**src/rtl/fibo_ctrl.sv**
```systemverilog
// fibo_ctrl: sequences F(n) mod 16 through an external 4-bit ALU, adds and loop decrements alike.
// a/b hold consecutive Fibonacci residues; ova/ovb tag whether the true value has exceeded 15.
module fibo_ctrl #(
    parameter logic [2:0] OP_ADD = 3'b000,
    parameter logic [2:0] OP_SUB = 3'b001
) (
    input  logic       clk,
    input  logic       rst_n,
    input  logic       start,
    input  logic [3:0] n,
    output logic [3:0] alu_a,
    output logic [3:0] alu_b,
    output logic [2:0] alu_opcode,
    input  logic [3:0] alu_d,
    input  logic       alu_zero,
    output logic       busy,
    output logic       done,
    output logic [3:0] result,
    output logic       overflow
);
    typedef enum logic [2:0] {IDLE, ZCHK, ADD, DEC, DONE} state_t;

    state_t     state, state_nx;
    logic [3:0] a, b, cnt, a_nx, b_nx, cnt_nx;
    logic [3:0] alu_a_nx, alu_b_nx, result_nx;
    logic [2:0] op_nx;
    logic       ova, ovb, ova_nx, ovb_nx, overflow_nx;

    assign busy = state != IDLE;
    assign done = state == DONE;

    always_comb begin
        state_nx    = state;
        a_nx        = a;
        b_nx        = b;
        cnt_nx      = cnt;
        ova_nx      = ova;
        ovb_nx      = ovb;
        alu_a_nx    = 4'd0;
        alu_b_nx    = 4'd0;
        op_nx       = OP_ADD;
        result_nx   = result;
        overflow_nx = overflow;
        case (state)
            IDLE: if (start) begin
                a_nx     = 4'd0;
                b_nx     = 4'd1;
                cnt_nx   = n;
                ova_nx   = 1'b0;
                ovb_nx   = 1'b0;
                alu_a_nx = n;
                state_nx = ZCHK;
            end
            ZCHK: if (alu_zero) state_nx = DONE;
            else begin
                alu_a_nx = a;
                alu_b_nx = b;
                state_nx = ADD;
            end
            ADD: begin
                a_nx     = b;
                b_nx     = alu_d;
                ova_nx   = ovb;
                // with residues in 0..15 the sum wrapped exactly when it came out below an addend
                ovb_nx   = ovb | (alu_d < b);
                alu_a_nx = cnt;
                alu_b_nx = 4'd1;
                op_nx    = OP_SUB;
                state_nx = DEC;
            end
            DEC: begin
                cnt_nx = alu_d;
                if (alu_zero) state_nx = DONE;
                else begin
                    alu_a_nx = a;
                    alu_b_nx = b;
                    state_nx = ADD;
                end
            end
            DONE: begin
                result_nx   = a;
                overflow_nx = ova;
                state_nx    = IDLE;
            end
            default: state_nx = IDLE;
        endcase
    end

    always_ff @(posedge clk or negedge rst_n) begin
        if (!rst_n) begin
            state      <= IDLE;
            a          <= 4'd0;
            b          <= 4'd0;
            cnt        <= 4'd0;
            ova        <= 1'b0;
            ovb        <= 1'b0;
            alu_a      <= 4'd0;
            alu_b      <= 4'd0;
            alu_opcode <= OP_ADD;
            result     <= 4'd0;
            overflow   <= 1'b0;
        end else begin
            state      <= state_nx;
            a          <= a_nx;
            b          <= b_nx;
            cnt        <= cnt_nx;
            ova        <= ova_nx;
            ovb        <= ovb_nx;
            alu_a      <= alu_a_nx;
            alu_b      <= alu_b_nx;
            alu_opcode <= op_nx;
            result     <= result_nx;
            overflow   <= overflow_nx;
        end
    end
endmodule
```
**config.mk**
```make
export PLATFORM = sky130hd
export DESIGN_NAME = fibo_ctrl
export DESIGN_NICKNAME = d
export VERILOG_FILES = /design/src/rtl/fibo_ctrl.sv
export SDC_FILE = /design/constraint.sdc
export NUM_CORES = 1
export LEC_CHECK = 0
export CAP_MARGIN = 10
export CORE_AREA = 4 4 62 53
export DETAILED_ROUTE_END_ITERATION = 8
export DIE_AREA = 0 0 66 57
export PLACE_DENSITY = 0.78
export SLEW_MARGIN = 20
export SYNTH_ARGS = -nofsm -noshare
export SYNTH_HDL_FRONTEND = slang
export SYNTH_SLANG_ARGS = --single-unit
```
**constraint.sdc**
```tcl
create_clock -name clk -period 2.55 [get_ports clk]
set_clock_uncertainty 0.15 [all_clocks]
set_input_delay 0.3825 -clock clk [delete_from_list [all_inputs] [get_ports clk]]
set_output_delay 0.3825 -clock clk [all_outputs]
set_load 0.03 [all_outputs]
```
### Word-level counts from Yosys, hierarchy flattened

Cells that the tools add are included.

* output and inout port bits: 18
* word-level logic and storage cells: 43
* bits of input ports: 12
* flip-flop bits (word level): 33

* reduce and logical (&&, ||, !) cells: 7
* mux-type cells: 18
* order comparisons: 1
* bitwise gates (word level): 1
* equality and inequality tests: 5

Operators with widths (number)
* case mux 4 bit (2 select lines): 4
* two-way mux 4 bit: 6
* case mux 4 bit (3 select lines): 1
* case mux 3 bit (3 select lines): 1
* equality test 3 x 2 -> 1 bit, second input constant: 2
* two-way mux 3 bit: 2
* less-than comparator 4 bit: 1
* case mux 1 bit (2 select lines): 2
* AND reduction 2 bit: 2
* nonzero test 2 bit: 2
* equality test 3 x 1 -> 1 bit, second input constant: 1
* equality test 3 bit, second input constant: 1
* logical NOT 3 bit: 1
* nonzero test 3 bit: 1
* two-way mux 1 bit: 2
* inequality test 2 bit, second input constant: 1
* OR reduction 2 bit: 1
* bitwise OR 1 bit: 1

### Longest topological paths before layout

Gate-level depths: netlist of run 1.

* word-level depth: 3
* mapped depth: 6
* mapped depth without buffers: 5

### Worst setup path after synthesis of run 1

No wires, ideal clock.

* path kind: register to register
* start point: register state[2]
* end point: register overflow
* data required time: 2.275 ns
* clock period less this slack: 1.610 ns
* cell stages (with the launch flop): 3
* setup time: 0.125 ns
* path slack: 0.940 ns
* path buffers: 0
* arrival time: 1.335 ns
* path through: dfrtp_1 nor3b_4 mux2_2

* cells in the longest elaborated chain, start to end: 1

RTL lines
* start, declared: line 23 `state_t state, state_nx;`
* start signal, assigned: line 103 `state <= state_nx;`
* equality test 3 bit
* net done: line 17 `output logic done,`
* end signal, assigned: line 113 `overflow <= overflow_nx;`
* end, declared: line 19 `output logic overflow`

The timed path passes the listed nets, and every way through them passes these cells.
A chain may end at the register's enable or synchronous reset.

### Worst setup path in the final report of run 1

* start point: register state[2]
* end point: output done

* cells in the longest elaborated chain, start to end: 1

RTL lines
* equality test 3 bit: line 30 `assign done = state == DONE;`
* end, declared: line 17

No other way between the ends.

==> results.yml, run 1 <==
synthesis:
  syn-instance-count: 108
  most_frequent_cell_after_synthesis: "sky130_fd_sc_hd__dfrtp_1"
  ys_ff_latch: 31
  synth_async_sr_flop_share: 1.000
  ys_types: 29
  synthesis.area_um2: 1291
  synthDominantAreaCellType: "sky130_fd_sc_hd__dfrtp_1"
  synthesis.yosys.warnings: 0
  synth.avg_cell_area_um2: 11.96
  yosys-top-cells-count: "sky130_fd_sc_hd__dfrtp_1 (31), sky130_fd_sc_hd__nand2_1 (19), sky130_fd_sc_hd__inv_1 (6), sky130_fd_sc_hd__o21ai_0 (6)"
  synth_sequential_area_ratio: 0.6008
  netlist_top_cells_area: "sky130_fd_sc_hd__dfrtp_1 (60%), sky130_fd_sc_hd__nand2_1 (5.5%), sky130_fd_sc_hd__mux2_2 (4.4%), sky130_fd_sc_hd__a22o_1 (3.4%), sky130_fd_sc_hd__ha_1 (2.9%)"
  synth_edf_count: 0
  proportion_of_netlist_area_held_by_the_largest_area_contributor: 0.6008
  postSynth.topFlopCell: "sky130_fd_sc_hd__dfrtp_1"
power_and_ir_drop:
  pwr-share-clk: 0.195
  p_comb_frac: 0.396
  vdd.ir_drop.worst_v: 0.0007085
  seq_power_share: 0.409
  p_sw_frac: 0.3730
  power.internal_mw: 1.284
  switching_power_mw: 0.7640
  pwr_density_cell_nw_per_um2: 1225
  leakage_nw: 0.7928
route:
  drtAntennaViolNets: 0
  wl_per_cell_um: 14.03
  route.vias.total: 920
  firstDrtPassIters: 4
  vias_per_cell: 5.169
  wl_met1_um: 1103
  drt_iter0_markers: 30
  route.final.wire_length_um: 2498
  met3WireLength_um: 157
  top_signal_layer_used: "met4"
  drcViolationCount: 0
  detailroute.wirelength.met2_um: 1178
run_status:
  run_status: "finished clean"
setup_path:
  crit_required_ns: 2.02
  crit_path_start_kind: "register"
  timing.setup.critical_path_class: "reg2out"
  critical-path-max-stage-delay_ns: 0.73
  timing.critical_path.to_type: "output port"
  path_max_fanout: 7
  worstPathCellList: "nor3b_4, clkdlybuf4s50_1"
  data_arrival_time_of_the_critical_path_ns: 1.95
  crit_slowest_cell: "sky130_fd_sc_hd__clkdlybuf4s50_1"
global_route:
  grt_max_degree: 32
  grt_util_all_layers: 0.1486
  grt_antenna_before_repair: 0
  grt_first_pass_wirelength_um: 4126
  grt_pass1_vias: 874
  leftover_overflow_at_the_end_of_global_routing: 0
sta:
  worst_hold_slack_after_final_layout_ns: 0.2912
  hold_violation_count_in_the_final_report: 0
  finalSetupViolations: 0
  finalWorstPathRequiredPeriod_ns: 2.479
  max_freq_ghz: 0.4033
  setup-tns-final_ns: 0
  final_min_period_over_clock_period: 0.9723
  slew_worst_pin_ns: 0.6400
  maxSlewHeadroom: 0.5688
  timing.final.max_slew_violations: 0
  grt_setup_unrepaired: "false"
finish:
  syn_to_final_growth_pct: 29.46
  final_cells: 178
  diodes: 0
  finish.net_count: 154
  drive_above_1_share: 0.1429
  ff_latch_area_um2: 775.7
  multi_input_area_um2: 461.7
  fill_cells: 212
clocking:
  insertion_delay_ns: 0.33
  cts_hold_buffers: 0
  post-cts-setup-buffer-count: 0
  tritoncts: "done"
  clock_sink_count: 31
  cts.reportedPaths.clkPinSlew_ns: 0.10
  clock_path_buffers: 2
  cts_max_level: 2
  inserted_clock_buffers: 5
  cts_resized: 0
  clockRootBuffer: "sky130_fd_sc_hd__clkbuf_4"
placed_design:
  number_of_placed_instances_with_taps_included: 170
  sum_of_net_half_perimeters_after_detailed_placement_um: 1825
  gp_routability_congestion: 0.7735
  numPortBuffers: 27
floorplan:
  floorplan.die.height_um: 57
  floorplan.core_area_um2: 2659
  row_count: 17
  design.die.area_um2: 3762
  io_pins: 30
  start_util: 0.4856
  die_x_um: 66
job:
  maxCapViolations: 0
min_path:
  hold_path.class: "in2async"
## cell families after synthesis
logic type,Yosys count,synth area share
flip-flops,31,0.6008
adder cells (fa/ha/maj),3,0.02907
AND/OR/NAND/NOR,36,0.1647
buffers and inverters,11,0.04456
multiplexers,6,0.05135
AO/OA/AOI/OAI,20,0.1066
other,1,0.002904
## critical path, delay by kind of cell (launching register included)
family                 cells  cell delay, ns
AND/OR/NAND/NOR            1            0.38
flip-flops                 1            0.51
buffers and inverters      1            0.73
## cells in the final DEF (no fill, tap or decap), drive strengths merged, types with 3 or more instances in the layout
cell            n
nand3           3
nand2          19
clkdlybuf4s50  27
inv             6
a22o            5
a22oi           4
ha              3
mux2            5
o21ai           6
and2            4
clkbuf          6
dfrtp          31
## through the flow
step / utilization / cell area, um^2 / power (mW) / setup WS [ns]
global placement: 0.5962 / 1585 / 1.633 / 0.4841
global route: 0.6287 / 1672 / 2.170 / 0.0007985
CTS: 0.6287 / 1672 / 2.065 / 0.04742
detailed placement: 0.5962 / 1585 / 1.665 / 0.4277
finish: 0.6287 / 1672 / 2.048 / 0.07070
floorplan: - / 1295 / 1.364 / 0.9399
## per-layer routing
| layer | vias to the layer above | GRT usage |
|---|---|---|
| met5 | - | 0 |
| met4 | 0 | 0.07826 |
| met3 | 4 | 0.05315 |
| met2 | 35 | 0.2257 |
| met1 | 454 | 0.1862 |
| li1 | 427 | - |
## state kept, by name, summed over array words and instances, names as in the netlist
signal      flops
result          4
ovb             1
alu_a           4
b               4
cnt             4
alu_b           4
overflow        1
alu_opcode      1
a               4
state           3
ova             1
## power by group through the flow
stage	logic [mW]	registers (mW)	clock network, mW
after detailed placement	0.817	0.848	0
after floorplan	0.397	0.968	0
final	0.812	0.837	0.399
after CTS	0.820	0.837	0.408
after global placement	0.797	0.836	0
after global routing	0.875	0.863	0.433
## cell type report
cell class / instances / area share
clock buffer: 6 / 0.03069
tap: 38 / 0.02844
multi-input combinational: 67 / 0.2762
inverter: 6 / 0.01347
sequential: 31 / 0.4641
clock inverter: 2 / 0.02096
timing repair buffer: 28 / 0.1662
## path summary, 6_finish.rpt
kind | from | endpoint | slack, ns | depth (start not counted)
max | state[2] | done | 0.07 | 2
min | rst_n | state[1] | 0.29 | 2
max reg2reg | state[1] | b[3] | 0.85 | 3
min reg2reg | result[0] | result[0] | 0.36 | 1
max in group asynchronous | rst_n | overflow | 1.68 | 2
min in group clk | result[0] | result[0] | 0.36 | 1
No activity file was read; power rests on OpenSTA's default activity.
==> inputs of run 2 (changes only) <==
--- a/config.mk
+++ b/config.mk
@@ -7,6 +7,7 @@
 export LEC_CHECK = 0
 export CAP_MARGIN = 10
 export CORE_AREA = 4 4 62 53
+export CTS_CLUSTER_DIAMETER = 60
 export DETAILED_ROUTE_END_ITERATION = 8
 export DIE_AREA = 0 0 66 57
 export PLACE_DENSITY = 0.78
==> results of run 2 <==
No change in the layout: final DEF, timing and power equal those of run 1.
